<file path="config.mk">
export PLATFORM = sky130hd
export DESIGN_NAME = hazard_ctrl
export DESIGN_NICKNAME = d
export VERILOG_FILES = /design/src/rtl/hazard_ctrl_pkg.sv /design/src/rtl/hazard_ctrl_sat_counter.sv /design/src/rtl/hazard_ctrl.sv
export SDC_FILE = /design/constraint.sdc
export NUM_CORES = 1
export LEC_CHECK = 0
export BUFFER_PORTS_ARGS = -buffer_cell sky130_fd_sc_hd__buf_4
export CAP_MARGIN = 10
export CORE_MARGIN = 3
export CORE_UTILIZATION = 50
export DETAILED_ROUTE_END_ITERATION = 6
export PLACE_DENSITY_LB_ADDON = 0.2
export SLEW_MARGIN = 15
export SYNTH_ARGS = -nofsm -noshare
export SYNTH_HDL_FRONTEND = slang
export SYNTH_SLANG_ARGS = --single-unit
export TNS_END_PERCENT = 1
</file>
<file path="constraint.sdc">
create_clock -name clk -period 2.2 [get_ports clk]
set_input_delay 0.22 -clock clk [delete_from_list [all_inputs] [get_ports clk]]
set_output_delay 0.22 -clock clk [all_outputs]
set_load 0.03 [all_outputs]
</file>
<file path="src/rtl/hazard_ctrl_pkg.sv">
// Shared pipeline definitions used by the hazard controller.
//
// Contents:
//   PC_SEL_*       PC mux select encodings driven by the EX-stage branch/jump logic
//   OPCODE_BRANCH  conditional-branch major opcode
//   hazard_state_t hazard controller FSM states
//   load_use_hit   source/destination match helper for load-use detection
package hazard_ctrl_pkg;

    localparam logic [2:0] PC_SEL_SEQ    = 3'b000;
    localparam logic [2:0] PC_SEL_JAL    = 3'b001;
    localparam logic [2:0] PC_SEL_BRANCH = 3'b010;
    localparam logic [2:0] PC_SEL_JALR   = 3'b011;

    localparam logic [6:0] OPCODE_BRANCH = 7'b1100011;

    typedef enum logic [1:0] {
        ST_RUN      = 2'd0,
        ST_MEM_WAIT = 2'd1,
        ST_FAULT    = 2'd2
    } hazard_state_t;

    // x0 is hardwired to zero, so a load targeting it can never create a hazard.
    function automatic logic load_use_hit(
        input logic [4:0] rs1_addr,
        input logic       uses_rs1,
        input logic [4:0] rs2_addr,
        input logic       uses_rs2,
        input logic [4:0] rd_addr
    );
        logic hit;
        hit = (rd_addr != 5'd0) &&
              ((uses_rs1 && (rs1_addr == rd_addr)) ||
               (uses_rs2 && (rs2_addr == rd_addr)));
        return hit;
    endfunction

endpackage

</file>
<file path="src/rtl/hazard_ctrl_sat_counter.sv">
// Saturating up-counter used for the hazard controller performance counters.
//
// Ports:
//   clk      clock, rising edge
//   clear_n  synchronous active-low clear
//   inc      count enable, one increment per cycle
//   count    current value, holds at all-ones instead of wrapping
module sat_counter
    import hazard_ctrl_pkg::*;
#(
    parameter int WIDTH = 16
) (
    input  logic             clk,
    input  logic             clear_n,
    input  logic             inc,
    output logic [WIDTH-1:0] count
);

    always_ff @(posedge clk) begin
        if (!clear_n) begin
            count <= '0;
        end else if (inc && (count != '1)) begin
            count <= count + WIDTH'(1);
        end
    end

endmodule

</file>
<file path="src/rtl/hazard_ctrl.sv">
// Pipeline hazard controller: load-use stalls, branch/jump redirects,
// data-memory wait freezes and a sticky memory-timeout fault.
//
// Ports:
//   clk, rst_n                      clock and synchronous active-low reset
//   id_rs1_addr/id_rs2_addr         ID source registers, id_uses_rs1/rs2 qualify them
//   ex_valid, ex_rd_addr            EX instruction valid and its destination
//   ex_mem_read                     EX instruction is a load
//   ex_pc_source                    EX branch/jump PC source, 000 = sequential
//   dmem_req, dmem_ack              MEM-stage data-memory handshake
//   pc_write, if_id_write           PC and IF/ID load enables
//   pipe_hold                       freezes ID/EX, EX/MEM and MEM/WB
//   if_id_flush, id_ex_flush        bubble insertion
//   pc_sel                          PC mux select
//   fault                           sticky memory-timeout flag
//   stall_cnt, flush_cnt            saturating performance counters
module hazard_ctrl
    import hazard_ctrl_pkg::*;
#(
    parameter int WAIT_TIMEOUT = 255
) (
    input  logic        clk,
    input  logic        rst_n,
    input  logic [4:0]  id_rs1_addr,
    input  logic [4:0]  id_rs2_addr,
    input  logic        id_uses_rs1,
    input  logic        id_uses_rs2,
    input  logic        ex_valid,
    input  logic [4:0]  ex_rd_addr,
    input  logic        ex_mem_read,
    input  logic [2:0]  ex_pc_source,
    input  logic        dmem_req,
    input  logic        dmem_ack,
    output logic        pc_write,
    output logic        if_id_write,
    output logic        pipe_hold,
    output logic        if_id_flush,
    output logic        id_ex_flush,
    output logic [2:0]  pc_sel,
    output logic        fault,
    output logic [15:0] stall_cnt,
    output logic [15:0] flush_cnt
);

    localparam int WAIT_W = (WAIT_TIMEOUT < 2) ? 1 : $clog2(WAIT_TIMEOUT + 1);
    // The counter holds the number of frozen cycles already seen, so the fault
    // is raised at the end of the frozen cycle that brings it to WAIT_TIMEOUT.
    localparam logic [WAIT_W-1:0] WAIT_LAST =
        (WAIT_TIMEOUT < 1) ? '0 : WAIT_W'(WAIT_TIMEOUT - 1);

    hazard_state_t     state;
    logic [WAIT_W-1:0] wait_cnt;

    logic freeze;
    logic redirect_req;
    logic load_use;
    logic in_fault;
    logic stall_inc;
    logic flush_inc;

    always_comb begin
        freeze       = dmem_req && !dmem_ack;
        redirect_req = ex_valid && (ex_pc_source != PC_SEL_SEQ);
        load_use     = ex_valid && ex_mem_read &&
                       load_use_hit(id_rs1_addr, id_uses_rs1,
                                    id_rs2_addr, id_uses_rs2, ex_rd_addr);
        in_fault     = (state == ST_FAULT);
        // Only the hazard that actually wins arbitration is counted; a redirect
        // hidden behind a freeze is taken later, once EX is released.
        stall_inc    = !in_fault && (freeze || (load_use && !redirect_req));
        flush_inc    = !in_fault && !freeze && redirect_req;
    end

    // Memory-wait watchdog. FAULT is absorbing; only reset leaves it.
    always_ff @(posedge clk) begin
        if (!rst_n) begin
            state    <= ST_RUN;
            wait_cnt <= '0;
        end else begin
            case (state)
                ST_RUN: begin
                    if (freeze) begin
                        wait_cnt <= WAIT_W'(1);
                        state    <= (WAIT_TIMEOUT <= 1) ? ST_FAULT : ST_MEM_WAIT;
                    end
                end
                ST_MEM_WAIT: begin
                    if (!freeze) begin
                        state    <= ST_RUN;
                        wait_cnt <= '0;
                    end else begin
                        wait_cnt <= wait_cnt + WAIT_W'(1);
                        if (wait_cnt >= WAIT_LAST) begin
                            state <= ST_FAULT;
                        end
                    end
                end
                ST_FAULT: begin
                    state <= ST_FAULT;
                end
                default: begin
                    state    <= ST_RUN;
                    wait_cnt <= '0;
                end
            endcase
        end
    end

    assign fault = in_fault;

    // Control decode, strictly prioritised: reset, fault, freeze, redirect,
    // load-use, then the free-running default.
    always_comb begin
        pc_write    = 1'b1;
        if_id_write = 1'b1;
        pipe_hold   = 1'b0;
        if_id_flush = 1'b0;
        id_ex_flush = 1'b0;
        pc_sel      = PC_SEL_SEQ;
        if (!rst_n) begin
            pc_write    = 1'b0;
            if_id_write = 1'b0;
            if_id_flush = 1'b1;
            id_ex_flush = 1'b1;
        end else if (in_fault || freeze) begin
            pc_write    = 1'b0;
            if_id_write = 1'b0;
            pipe_hold   = 1'b1;
        end else if (redirect_req) begin
            pc_sel      = ex_pc_source;
            if_id_flush = 1'b1;
            id_ex_flush = 1'b1;
        end else if (load_use) begin
            pc_write    = 1'b0;
            if_id_write = 1'b0;
            id_ex_flush = 1'b1;
        end
    end

    sat_counter #(.WIDTH(16)) u_stall_cnt (
        .clk     (clk),
        .clear_n (rst_n),
        .inc     (stall_inc),
        .count   (stall_cnt)
    );

    sat_counter #(.WIDTH(16)) u_flush_cnt (
        .clk     (clk),
        .clear_n (rst_n),
        .inc     (flush_inc),
        .count   (flush_cnt)
    );

endmodule
</file>
# --- Word level (Yosys, flattened, before mapping) ---
# Cells that the tools add are included.
totals:
  out_inout_bits: 41
  register_bits: 42
  in_bits: 26
op_classes:
  order_cmp: 1
  n_addsub: 3
  n_reduce_logical: 25
  muxes: 23
  n_eq_ne: 8
  bitwise_logic: 1
ops:
  columns: ["operator", "n"]
  rows:
  - ["adder 16 x 1 -> 16 bit, second input constant", 2]
  - ["!= test 16 bit, second input constant", 2]
  - ["one-hot mux 8 bit (3 select lines)", 1]
  - ["two-way mux 8 bit", 2]
  - ["logical AND 1 bit", 13]
  - ["two-way mux 1 bit", 13]
  - ["equality test 5 bit", 2]
  - ["two-way mux 3 bit", 3]
  - ["adder 8 x 1 -> 8 bit, second input constant", 1]
  - ["greater-or-equal comparator 8 bit, second input constant", 1]
  - ["two-way mux 2 bit", 3]
  - ["one-hot mux 2 bit (3 select lines)", 1]
  - ["nonzero test 5 bit", 1]
  - ["logical NOT 1 bit", 4]
  - ["AND reduction 2 bit", 2]
  - ["logical OR 1 bit", 3]
  - ["!= test 3 bit, second input constant", 1]
  - ["nonzero test 3 bit", 1]
  - ["equality test 2 x 1 -> 1 bit, second input constant", 1]
  - ["equality test 2 bit, second input constant", 1]
  - ["logical NOT 2 bit", 1]
  - ["!= test 2 bit, second input constant", 1]
  - ["NOT 1 bit", 1]

# --- Longest topological paths before layout ---
logic_depth:
  ltp_word: 9
  depth_mapped: 7
  ltp_nobuf: 6

# --- Cells and area by module ---
# Synthesis repeated with hierarchy kept, for this count alone.
hier_totals:
  cells_unflattened: 294
  hier_area_um2: 2466.1
modules_own_cells:
  columns: ["mod", "n_inst", "area_each_um2", "cells_per_inst", "seq_area_each_um2"]
  rows:
  - ["sat_counter", 2, 837.1, 97, 320.3]
  - ["hazard_ctrl", 1, 792.0, 100, 200.2]

# --- Worst setup path before layout ---
# No wires, ideal clock.
synth_path:
  path_kind: "flip-flop to output port"
  from: "register state[0]"
  to: "output port pc_write"
  path_stages_with_launch: 7
  t_arrival_ps: 2127
  required_time_ps: 1980
  path_slack_ps: -147
  cell_sequence: "dfxtp_1 -> nand2b_1 -> buf_2 -> inv_1 -> nor3_1 -> a21boi_0 -> buf_4"
synth_between:
  elab_chain_len: 4
synth_rtl:
  columns: ["item", "line_no", "text"]
  rows:
  - ["start, declared", "hazard_ctrl.sv:51", "hazard_state_t state;"]
  - ["start signal, assigned", "hazard_ctrl.sv:84", "state <= (WAIT_TIMEOUT <= 1) ? ST_FAULT : ST_MEM_WAIT;"]
  - ["equality test 2 bit", "hazard_ctrl.sv:67", "in_fault = (state == ST_FAULT);"]
  - ["net fault", "hazard_ctrl.sv:40", "output logic fault,"]
  - ["logical OR 1 bit", "hazard_ctrl.sv:125", "end else if (in_fault || freeze) begin"]
  - ["two-way mux 1 bit (2 in series)", null, null]
  - ["end, declared", "hazard_ctrl.sv:34", "output logic pc_write,"]
# The timed path passes the listed nets, and every way through them passes these cells.

# --- Final worst setup path ---
layout_path:
  from: "register state[0]"
  to: "output port pc_write"
layout_between:
  elab_chain_len: 4
layout_rtl:
  columns: ["item", "line_no", "text"]
  rows:
  - ["equality test 2 bit", "hazard_ctrl.sv:67", null]
  - ["logical OR 1 bit", "hazard_ctrl.sv:125", null]
  - ["two-way mux 1 bit", "hazard_ctrl.sv:125", null]
  - ["two-way mux 1 bit", "hazard_ctrl.sv:120", "if (!rst_n) begin"]
# No other way between the ends.

==> impl_results.md <==
* Outcome: finished, final reports clean
* # Post-CTS Setup Buffers at 0
* Avg Vias per Cell at 5.584
* Routed WL at 5417 um
* F_max at 486.9 MHz
* Area grow syn2layout at 28.36%
* HPWL after DPL at 4068 um
* Bufs on Longest Clock Path at 2
* Vias in the first global route at 2,030
* Clock slew at reported path FFs at 0.08 ns
* Minimum clock period at 2.054 ns
* Root buf cell: clkbuf_8
* Largest area contributor in the synthesized netlist: dfxtp_1
* CTS tree: built
* Final setup skew at 0.005999 ns
* WP data required at 1.98 ns
* RSZ-0062 raised after global routing: false
* Crit start category: register
* Syn Area/Cell at 8.199 um^2
* Routability cong. at 0.8296
* Layout cells sized above 1 at 25.99%
* Ports at 67
* Slew HR at 75.53%
* Final Setup Violations at 0
* Yosys warnings at 0
* Fin. max-slew vios at 0
* Die Y at 74.01 um
* PwrDens at 492.0 nW/um^2
* Nets@finish at 383
* Crit Path Class: reg2out
* Leak Pwr at 1.185 nW
* Peak supply drop at 0.2942 mV
* Post-synthesis sequential area ratio at 36.36%
* Number of port buffers at 66
* ANT nets after route at 0
* Clock sinks at 42
* DRC viols at 0
* Tot GR Track Use at 20.48%
* Die area at 5477 um^2
* Dominant synthesized flop cell: dfxtp_1
* Initial Utilization at 52.38%
* CP Max Fanout at 8
* DR pass1 iterations at 5
* Post-synth top area share at 36.36%
* Top post-synthesis cells by area: dfxtp_1, xnor2_1, nand2_1, nor2_1, nand3_1
* Async set-reset flop share out of synthesis at 0%
* Syn nets at 312
* Clk_lat worst skew at 0.29 ns
* 1st-iter DRT viols at 159
* Core Region at 4414 um^2
* Mapped cell area at 2312 um^2
* Die W at 74.01 um
* Sum Neg Setup Slack at 0 ns
* Layout filler cell count at 368
* Post-route clock period utilization at 93.36%
* Largest net degree at the start of global routing at 36
* Initial antenna violation count at 0
* Hold Buf Count CTS at 0
* # diodes at 0
* Final hold vios at 0
* HP Class: in2reg
* Post-synth EDFFs at 0
* Tightest Pin Transition at 0.3620 ns
* GR Overflow Total at 0
* Maxcap violations at 0
* TritonCTS Buffers at 5
* Mapped Cells at 282
* H-tree depth at 2
* Hold_ws at 0.2776 ns
* Worst path arrival time at 1.83 ns
* Detailed-route wire length per cell at 13.34 um
* Total number of vias at 2,267
* Crit path capture type: output port
* Library cells used by synthesis at 47
* Flop and latch count out of synthesis at 42
* Row count at 24
* # resized after CTS at 0
* Global-route wire length before repair at 9066 um
synth_stat cells (2+ instances only):
cell       n
dfxtp_1   42
nand2_1   31
nor2_1    30
nand3_1   21
a21oi_1   16
xnor2_1   15
xor2_1    11
nand2b_1  10
nand4_1    9
o21ai_0    9
and3_1     7
mux2i_1    7
or4_1      7
clkbuf_1   6
nor4_1     6
o31ai_1    6
ha_1       4
inv_1      4
nor3_1     4
or3_1      4
a31oi_1    3
buf_2      2
buf_4      2
nand3b_1   2
o22a_1     2
final cells by class:
type / count / area [um^2] / share of cell area (%)
multi-input combinational: 224 / 1394 / 46.96
clock inverter: 2 / 13.76 / 0.4637
sequential: 42 / 840.8 / 28.33
clock buffer: 6 / 72.57 / 2.445
timing repair buffer: 75 / 563.0 / 18.97
tap: 52 / 65.06 / 2.192
inverter: 5 / 18.77 / 0.6324
cell usage in the layout, fill, tap and decap left out, types with 2 or more instances in the layout:
| cell | instances |
|---|---|
| o31ai_1 | 6 |
| nand4_1 | 9 |
| nand2b_1 | 10 |
| or4_1 | 7 |
| nor4_1 | 6 |
| nand3b_1 | 2 |
| nand2_1 | 31 |
| nor3_1 | 4 |
| xnor2_1 | 15 |
| a31oi_1 | 3 |
| xor2_1 | 11 |
| or3_1 | 4 |
| buf_4 | 75 |
| mux2i_1 | 7 |
| clkbuf_8 | 5 |
| nor2_1 | 30 |
| o21ai_0 | 9 |
| and3_1 | 7 |
| dfxtp_1 | 42 |
| o22a_1 | 2 |
| ha_1 | 4 |
| inv_1 | 4 |
| nand3_1 | 21 |
| a21oi_1 | 16 |
metal layers:
layer | routed length, um | global-route usage [%] | part of all wire, %
met1 | 2419 | 26.80 | 45
met2 | 2659 | 34.15 | 49
met3 | 281 | 3.919 | 5.2
met4 | 57 | 6.439 | 1.1
met5 | 0 | 0 | 0
cell families (layout without fill, tap and decap cells):
logic type      after synthesis  after routing  synth area share, %
simple gates                140            140                31.82
fa+ha+maj                     4              4                2.165
flops                        42             42                36.36
compound gates               46             46                12.93
mux                           8              8                3.517
buf+inv                      16             88                3.354
xor+xnor                     26             26                9.849
stage by stage:
step | setup slack [ns] | std cells | utilization (%) | area [um^2] | power [mW]
after floorplan | 0.1080 | 282 | - | 2312 | 0.9047
after global routing | 0.01927 | 406 | 67.23 | 2968 | 1.523
after detailed placement | 0.2398 | 398 | 65.28 | 2882 | 0.9858
after global placement | 0.3044 | 398 | 65.28 | 2882 | 0.9820
final | 0.1462 | 406 | 67.23 | 2968 | 1.460
after CTS | 0.1360 | 406 | 67.23 | 2968 | 1.478
worst max-delay path: stages, from the launching register on:
cell	delay (ns)
dfxtp_1	0.33
nand2b_1	0.29
inv_1	0.10
nor3_1	0.34
a21boi_1	0.28
buf_4	0.20
sequential cells by signal, summed over array words and instances, names as in the netlist:
name and flops:
u_stall_cnt.count 16, wait_cnt 8, state 2, u_flush_cnt.count 16
final timing paths:
| check | startpoint | cells past startpoint | to | slack [ns] |
|---|---|---|---|---|
| max | state[0]$_SDFFE_PN0P_ | 5 | pc_write | 0.15 |
| min | rst_n | 3 | u_stall_cnt.count[11]$_SDFFE_PN0P_ | 0.28 |
| max reg2reg | u_stall_cnt.count[0]$_SDFFE_PN0P_ | 6 | u_stall_cnt.count[3]$_SDFFE_PN0P_ | 0.24 |
| min reg2reg | u_stall_cnt.count[11]$_SDFFE_PN0P_ | 2 | u_stall_cnt.count[11]$_SDFFE_PN0P_ | 0.49 |
power by group:
group	internal (mW)	switching [mW]
Combinational	0.0864	0.104
Sequential	0.767	0.0107
Clock	0.224	0.268
Total	1.08	0.383
(Power assumes the default switching activity.)
